`config.mk`:
```
export PLATFORM = sky130hd
export DESIGN_NAME = cc_serializer_flat
export DESIGN_NICKNAME = d
export VERILOG_FILES = /design/src/rtl/cc_pkg.sv /design/src/rtl/cc_serializer_if.sv /design/src/rtl/cc_beat_mux.sv /design/src/rtl/cc_serializer.sv /design/src/flat_wrapper.sv
export SDC_FILE = /design/constraint.sdc
export NUM_CORES = 1
export LEC_CHECK = 0
export CORE_UTILIZATION = 45
export CTS_CLUSTER_SIZE = 10
export DETAILED_ROUTE_END_ITERATION = 16
export GPL_ROUTABILITY_DRIVEN = 0
export PLACE_DENSITY = 0.77
export SYNTH_ARGS = -nofsm -noshare
export SYNTH_HDL_FRONTEND = slang
export SYNTH_SLANG_ARGS = --single-unit
```
`constraint.sdc`:
```
create_clock -name clk -period 3.4 [get_ports clk]
set_clock_uncertainty 0.05 [all_clocks]
set_input_delay 0.68 -clock clk [delete_from_list [all_inputs] [get_ports clk]]
set_output_delay 0.68 -clock clk [all_outputs]
set_load 0.005 [all_outputs]
```
`src/rtl/cc_pkg.sv`:
```
// Shared cache-controller types and line geometry.
package cc_pkg;
  localparam int DATA_W = 64;
  localparam int BEATS  = 8;
  localparam int LINE_W = DATA_W * BEATS;
  localparam int IDX_W  = $clog2(BEATS);

  // Index of an 8-byte word within a line (addr[5:3]).
  typedef logic [IDX_W-1:0] word_off_t;

  typedef enum logic {IDLE, SEND} ser_state_e;
endpackage

```
`src/rtl/cc_serializer_if.sv`:
```
// Line-load handshake plus upstream AXI R channel of the serializer.
interface cc_serializer_if;
  import cc_pkg::*;

  logic              line_valid_i;
  logic              line_ready_o;
  logic [LINE_W-1:0] line_data_i;
  word_off_t         line_offset_i;
  logic [DATA_W-1:0] inct_rdata_o;
  logic [1:0]        inct_rresp_o;
  logic              inct_rlast_o;
  logic              inct_rvalid_o;
  logic              inct_rready_i;

  // Serializer side.
  modport slave (
    input  line_valid_i, line_data_i, line_offset_i, inct_rready_i,
    output line_ready_o, inct_rdata_o, inct_rresp_o, inct_rlast_o, inct_rvalid_o
  );

  // Line source / R consumer side.
  modport master (
    output line_valid_i, line_data_i, line_offset_i, inct_rready_i,
    input  line_ready_o, inct_rdata_o, inct_rresp_o, inct_rlast_o, inct_rvalid_o
  );
endinterface

```
`src/rtl/cc_beat_mux.sv`:
```
// Selects one DATA_W word out of a packed line; shared with the fill path.
module cc_beat_mux #(
  parameter int DATA_W = 64,
  parameter int BEATS  = 8
) (
  input  logic [DATA_W*BEATS-1:0]  line,
  input  logic [$clog2(BEATS)-1:0] idx,
  output logic [DATA_W-1:0]        word
);
  logic [BEATS-1:0][DATA_W-1:0] words;

  assign words = line;
  assign word  = words[idx];
endmodule

```
`src/rtl/cc_serializer.sv`:
```
// Line-to-R-burst serializer: wrapping, critical-word-first, back-to-back capable.
module cc_serializer
  import cc_pkg::*;
(
  input  logic       clk,
  input  logic       rst_n,
  cc_serializer_if.slave s
);
  localparam word_off_t LAST_IDX = word_off_t'(BEATS - 1);
  localparam word_off_t PEN_IDX  = word_off_t'(BEATS - 2);
  localparam word_off_t ONE      = word_off_t'(1);

  ser_state_e        state;
  logic [LINE_W-1:0] buf_q;
  word_off_t         off_q;
  word_off_t         beat_cnt;
  logic              rvalid_q;
  logic              rlast_q;

  word_off_t         idx;
  logic              beat_done;

  // Wrap is free: the index is IDX_W bits wide.
  assign idx       = off_q + beat_cnt;
  assign beat_done = rvalid_q & s.inct_rready_i;

  // Ready in SEND only on the final handshake so the next line follows with no gap.
  assign s.line_ready_o  = (state == IDLE) | (rlast_q & s.inct_rready_i);
  assign s.inct_rvalid_o = rvalid_q;
  assign s.inct_rlast_o  = rlast_q;
  assign s.inct_rresp_o  = 2'b00;

  cc_beat_mux #(.DATA_W(DATA_W), .BEATS(BEATS)) u_mux (
    .line (buf_q),
    .idx  (idx),
    .word (s.inct_rdata_o)
  );

  // Burst FSM: loads the line, steps the beat counter, registers valid/last.
  always_ff @(posedge clk) begin
    if (!rst_n) begin
      state    <= IDLE;
      buf_q    <= '0;
      off_q    <= '0;
      beat_cnt <= '0;
      rvalid_q <= 1'b0;
      rlast_q  <= 1'b0;
    end else begin
      case (state)
        IDLE: begin
          if (s.line_valid_i) begin
            buf_q    <= s.line_data_i;
            off_q    <= s.line_offset_i;
            beat_cnt <= '0;
            rvalid_q <= 1'b1;
            rlast_q  <= (LAST_IDX == '0);
            state    <= SEND;
          end
        end
        SEND: begin
          if (beat_done) begin
            if (rlast_q) begin
              if (s.line_valid_i) begin
                buf_q    <= s.line_data_i;
                off_q    <= s.line_offset_i;
                beat_cnt <= '0;
                rlast_q  <= (LAST_IDX == '0);
              end else begin
                beat_cnt <= '0;
                rvalid_q <= 1'b0;
                rlast_q  <= 1'b0;
                state    <= IDLE;
              end
            end else begin
              beat_cnt <= beat_cnt + ONE;
              rlast_q  <= (beat_cnt == PEN_IDX);
            end
          end
        end
        default: state <= IDLE;
      endcase
    end
  end
endmodule

```
`src/flat_wrapper.sv`:
```
// flat-port wrapper written by rule: the top's interface ports become plain ports
module cc_serializer_flat import cc_pkg::*;
  (clk, rst_n, s_line_valid_i, s_line_data_i, s_line_offset_i, s_inct_rready_i, s_line_ready_o, s_inct_rdata_o, s_inct_rresp_o, s_inct_rlast_o, s_inct_rvalid_o);
  cc_serializer_if s_i ();
  input  logic clk;
  input  logic rst_n;
  input wire logic [$bits(s_i.line_valid_i)-1:0] s_line_valid_i;
  input wire logic [$bits(s_i.line_data_i)-1:0] s_line_data_i;
  input wire logic [$bits(s_i.line_offset_i)-1:0] s_line_offset_i;
  input wire logic [$bits(s_i.inct_rready_i)-1:0] s_inct_rready_i;
  output wire logic [$bits(s_i.line_ready_o)-1:0] s_line_ready_o;
  output wire logic [$bits(s_i.inct_rdata_o)-1:0] s_inct_rdata_o;
  output wire logic [$bits(s_i.inct_rresp_o)-1:0] s_inct_rresp_o;
  output wire logic [$bits(s_i.inct_rlast_o)-1:0] s_inct_rlast_o;
  output wire logic [$bits(s_i.inct_rvalid_o)-1:0] s_inct_rvalid_o;
  assign s_i.line_valid_i = s_line_valid_i;
  assign s_i.line_data_i = s_line_data_i;
  assign s_i.line_offset_i = s_line_offset_i;
  assign s_i.inct_rready_i = s_inct_rready_i;
  assign s_line_ready_o = s_i.line_ready_o;
  assign s_inct_rdata_o = s_i.inct_rdata_o;
  assign s_inct_rresp_o = s_i.inct_rresp_o;
  assign s_inct_rlast_o = s_i.inct_rlast_o;
  assign s_inct_rvalid_o = s_i.inct_rvalid_o;
  cc_serializer u_core (.clk(clk), .rst_n(rst_n), .s(s_i));
endmodule
```
==> impl_metrics.tcl <==
set metrics [dict create \
    port_buffers 585 \
    hold_violations 0 \
    path_cells "ha_4 -> inv_2 -> fa_4 -> buf_12 -> buf_12 -> buf_12 -> mux4_2 -> mux2_4 -> buf_6" \
    cp_top_family "adder cells" \
    area_delta_synth_final_pct 36.0 \
    cts.htree.levels 2 \
    syn_inst 2502 \
    rsz0062_at_grt "true" \
    fp.dieH_um 236 \
    antenna_found_initial 27 \
    synth.area.top_cells "dfxtp_1, mux2i_1, nand2_1, mux4_2, mux2_4" \
    violations "negative setup slack" \
    cts_hold_buf 0 \
    synth_edf_count 0 \
    die_area_um2 55800 \
    dr.first_iter.drc_count 1414 \
    first_pass_iters 5 \
    worst_ep_required_time_ns 2.67 \
    final_layout_size_suffix_gt1_share_pct 14.4 \
    wl_per_cell_um 19.8 \
    cp.arrival_ns 3.21 \
    path_clk_slew_ns 0.06 \
    yosysWarnings 0 \
    hold_ws_ns 0.407 \
    relSlewSlack_pct 45.7 \
    powerDensity_nw_per_um2 451 \
    cts_sinks 521 \
    outcome "finished with violations" \
    slowest_delay_ns 0.78 \
    finalCritPeriodShare_pct 116 \
    finalCriticalPeriod_ns 3.94 \
    cts_buffer_depth 3 \
    min-delay-path-class "reg -> reg" \
    ys_ff_latch 521 \
    ys_seq_area_share_pct 42.2 \
    core_um2 54000 \
    setup_slack_ns -0.536 \
    grt_max_degree 129 \
    ant_nets 0 \
    grt_pass1_vias 20353 \
    drv_slew 0 \
    path_max_fanout 7 \
    yosysUniqueCellTypes 33 \
    cts_tree "built" \
    grt_usage_pct 26.2 \
    num_rows 85 \
    vias_per_cell 5.31 \
    route.detailed.drc 0 \
    synth_area_per_cell_um2 9.87 \
    cts_made_buffers 59 \
    worst-setup-path-type "reg -> out" \
    clockRootBuffer "clkbuf_16" \
    max_freq_ghz 0.254 \
    setup_viol 64 \
    dpl.hpwl_um 53900 \
    ios 588 \
    vias 20098 \
    vdd_ir_drop_max_v 0.000383 \
    syn_area_um2 24700 \
    cap_violations 0 \
    crit_path_end_kind "primary output" \
    insertion_delay_ns 0.59 \
    initial_utilization_pct 45.7 \
    power_leakage_uw 0.0137 \
    cp_num_buf_inv 5 \
    cpMostUsedCell "buf_12" \
    tightest_slew_ns 0.814 \
    total_power_uw 15200 \
    synth_top_cell_by_area "dfxtp_1" \
    grt_overflow_total 0 \
    cpMaxStageDelayCell "fa_4" \
    synth_top_flop_cell "dfxtp_1" \
    cp-start-kind "flop" \
    grt_pass1_wl_um 115000 \
    wirelength_um 75100 \
    die_w_um 236 \
    synth_top_area_share_pct 42.2 \
    async_flop_share_pct 0 \
    nets 3576 \
]
[final cells by class]
cell class	instances	area (µm²)
Tap cell	696	871
Inverter	5	18.8
Clock buffer	70	1600
Multi-Input combinational cell	1769	13200
Fill cell	4258	20400
Sequential cell	521	10400
Timing Repair Buffer	697	7430
Clock inverter	1	8.76
Antenna cell	28	70.1
[Yosys cell counts (4+ instances only)]
cell         n
buf_2       32
clkbuf_1   107
mux4_2     128
inv_1        5
mux2i_1    515
dfxtp_1    521
mux2_2       4
buf_4       32
nand2_1   1033
mux2_4      60
buf_1       11
nand3_1      4
buf_6       26
[worst min-delay path, stage by stage, from the launching register on]
cell and delay [ns]:
dfxtp_1 0.31, nand2_1 0.05, mux2i_1 0.05
[layer usage]
layer  track usage (%)  wire length [µm]  up-vias
met1              33.9             31900     9726
met4              12.0              2640        2
met2              43.3             36300      709
met3              3.97              4370      149
met5                 0                13        -
li1                  -                 -     9512
[path summary, 6_finish.rpt]
check                              from                  to  slack [ns]  cells past startpoint
hold reg to reg       u_core.buf_q[439]   u_core.buf_q[439]        0.41                      2
hold / removal        u_core.buf_q[439]   u_core.buf_q[439]        0.41                      2
setup reg to reg  u_core.s.inct_rlast_o    u_core.buf_q[15]        1.30                      4
setup / recovery     u_core.beat_cnt[0]  s_inct_rdata_o[49]       -0.54                      9
[per-stage QoR]
stage | setup WS (ns) | area (µm²) | instances | TNS [ns] | util [%]
3_5_place_dp | -0.320 | 31200 | 3650 | -16.18 | 57.8
2_1_floorplan | 0.342 | 24700 | 2503 | 0 | -
6_report | -0.536 | 33600 | 3787 | -27.42 | 62.2
4_1_cts | -0.632 | 33600 | 3763 | -35.27 | 62.2
5_1_grt | -0.617 | 33600 | 3786 | -33.03 | 62.2
3_3_place_gp | -0.285 | 31200 | 3650 | -14.23 | 57.8
[kinds of logic after synthesis]
kind of cell               Yosys count  synth area share (%)
adders and majority gates            4                 0.233
other                                1                0.0152
AOI/OAI and AO/OA                    8                 0.258
DFF                                521                  42.2
and+or+nand+nor                   1046                  16.0
xor gates and xnor gates             2                 0.177
muxes                              707                  36.4
buffers and inverters              213                  4.68
[layout by cell type, fill, tap and decap left out, types with 13 or more instances in the layout]
master and n:
buf_12 31, dfxtp_1 519, buf_4 43, clkbuf_16 61, buf_8 13, diode_2 28
mux2_4 64, mux4_2 128, nand2_1 1033, mux2i_1 515, buf_6 82, clkdlybuf4s50_1 520
[flip-flops by register name, summed over array words and instances (netlist names)]
signal,flops
u_core.beat_cnt,3
u_core.s.inct_rvalid_o,1
u_core.s.inct_rlast_o,1
u_core.off_q,3
u_core.state,1
u_core.buf_q,512
[where the power goes]
group	leakage [µW]	internal [µW]	switching, µW
logic	0.00860	1630	1130
registers	0.00428	6500	264
clock network	0.000791	3230	2400
total	0.0137	11400	3790
[timing repair]
item	in CTS	in global routing
cloned	7	0
setup endpoints to repair	64	64
buffers inserted	36	4
gates resized for setup	377	6
pin swaps	2	2
Power figures use the tool's default switching activity.
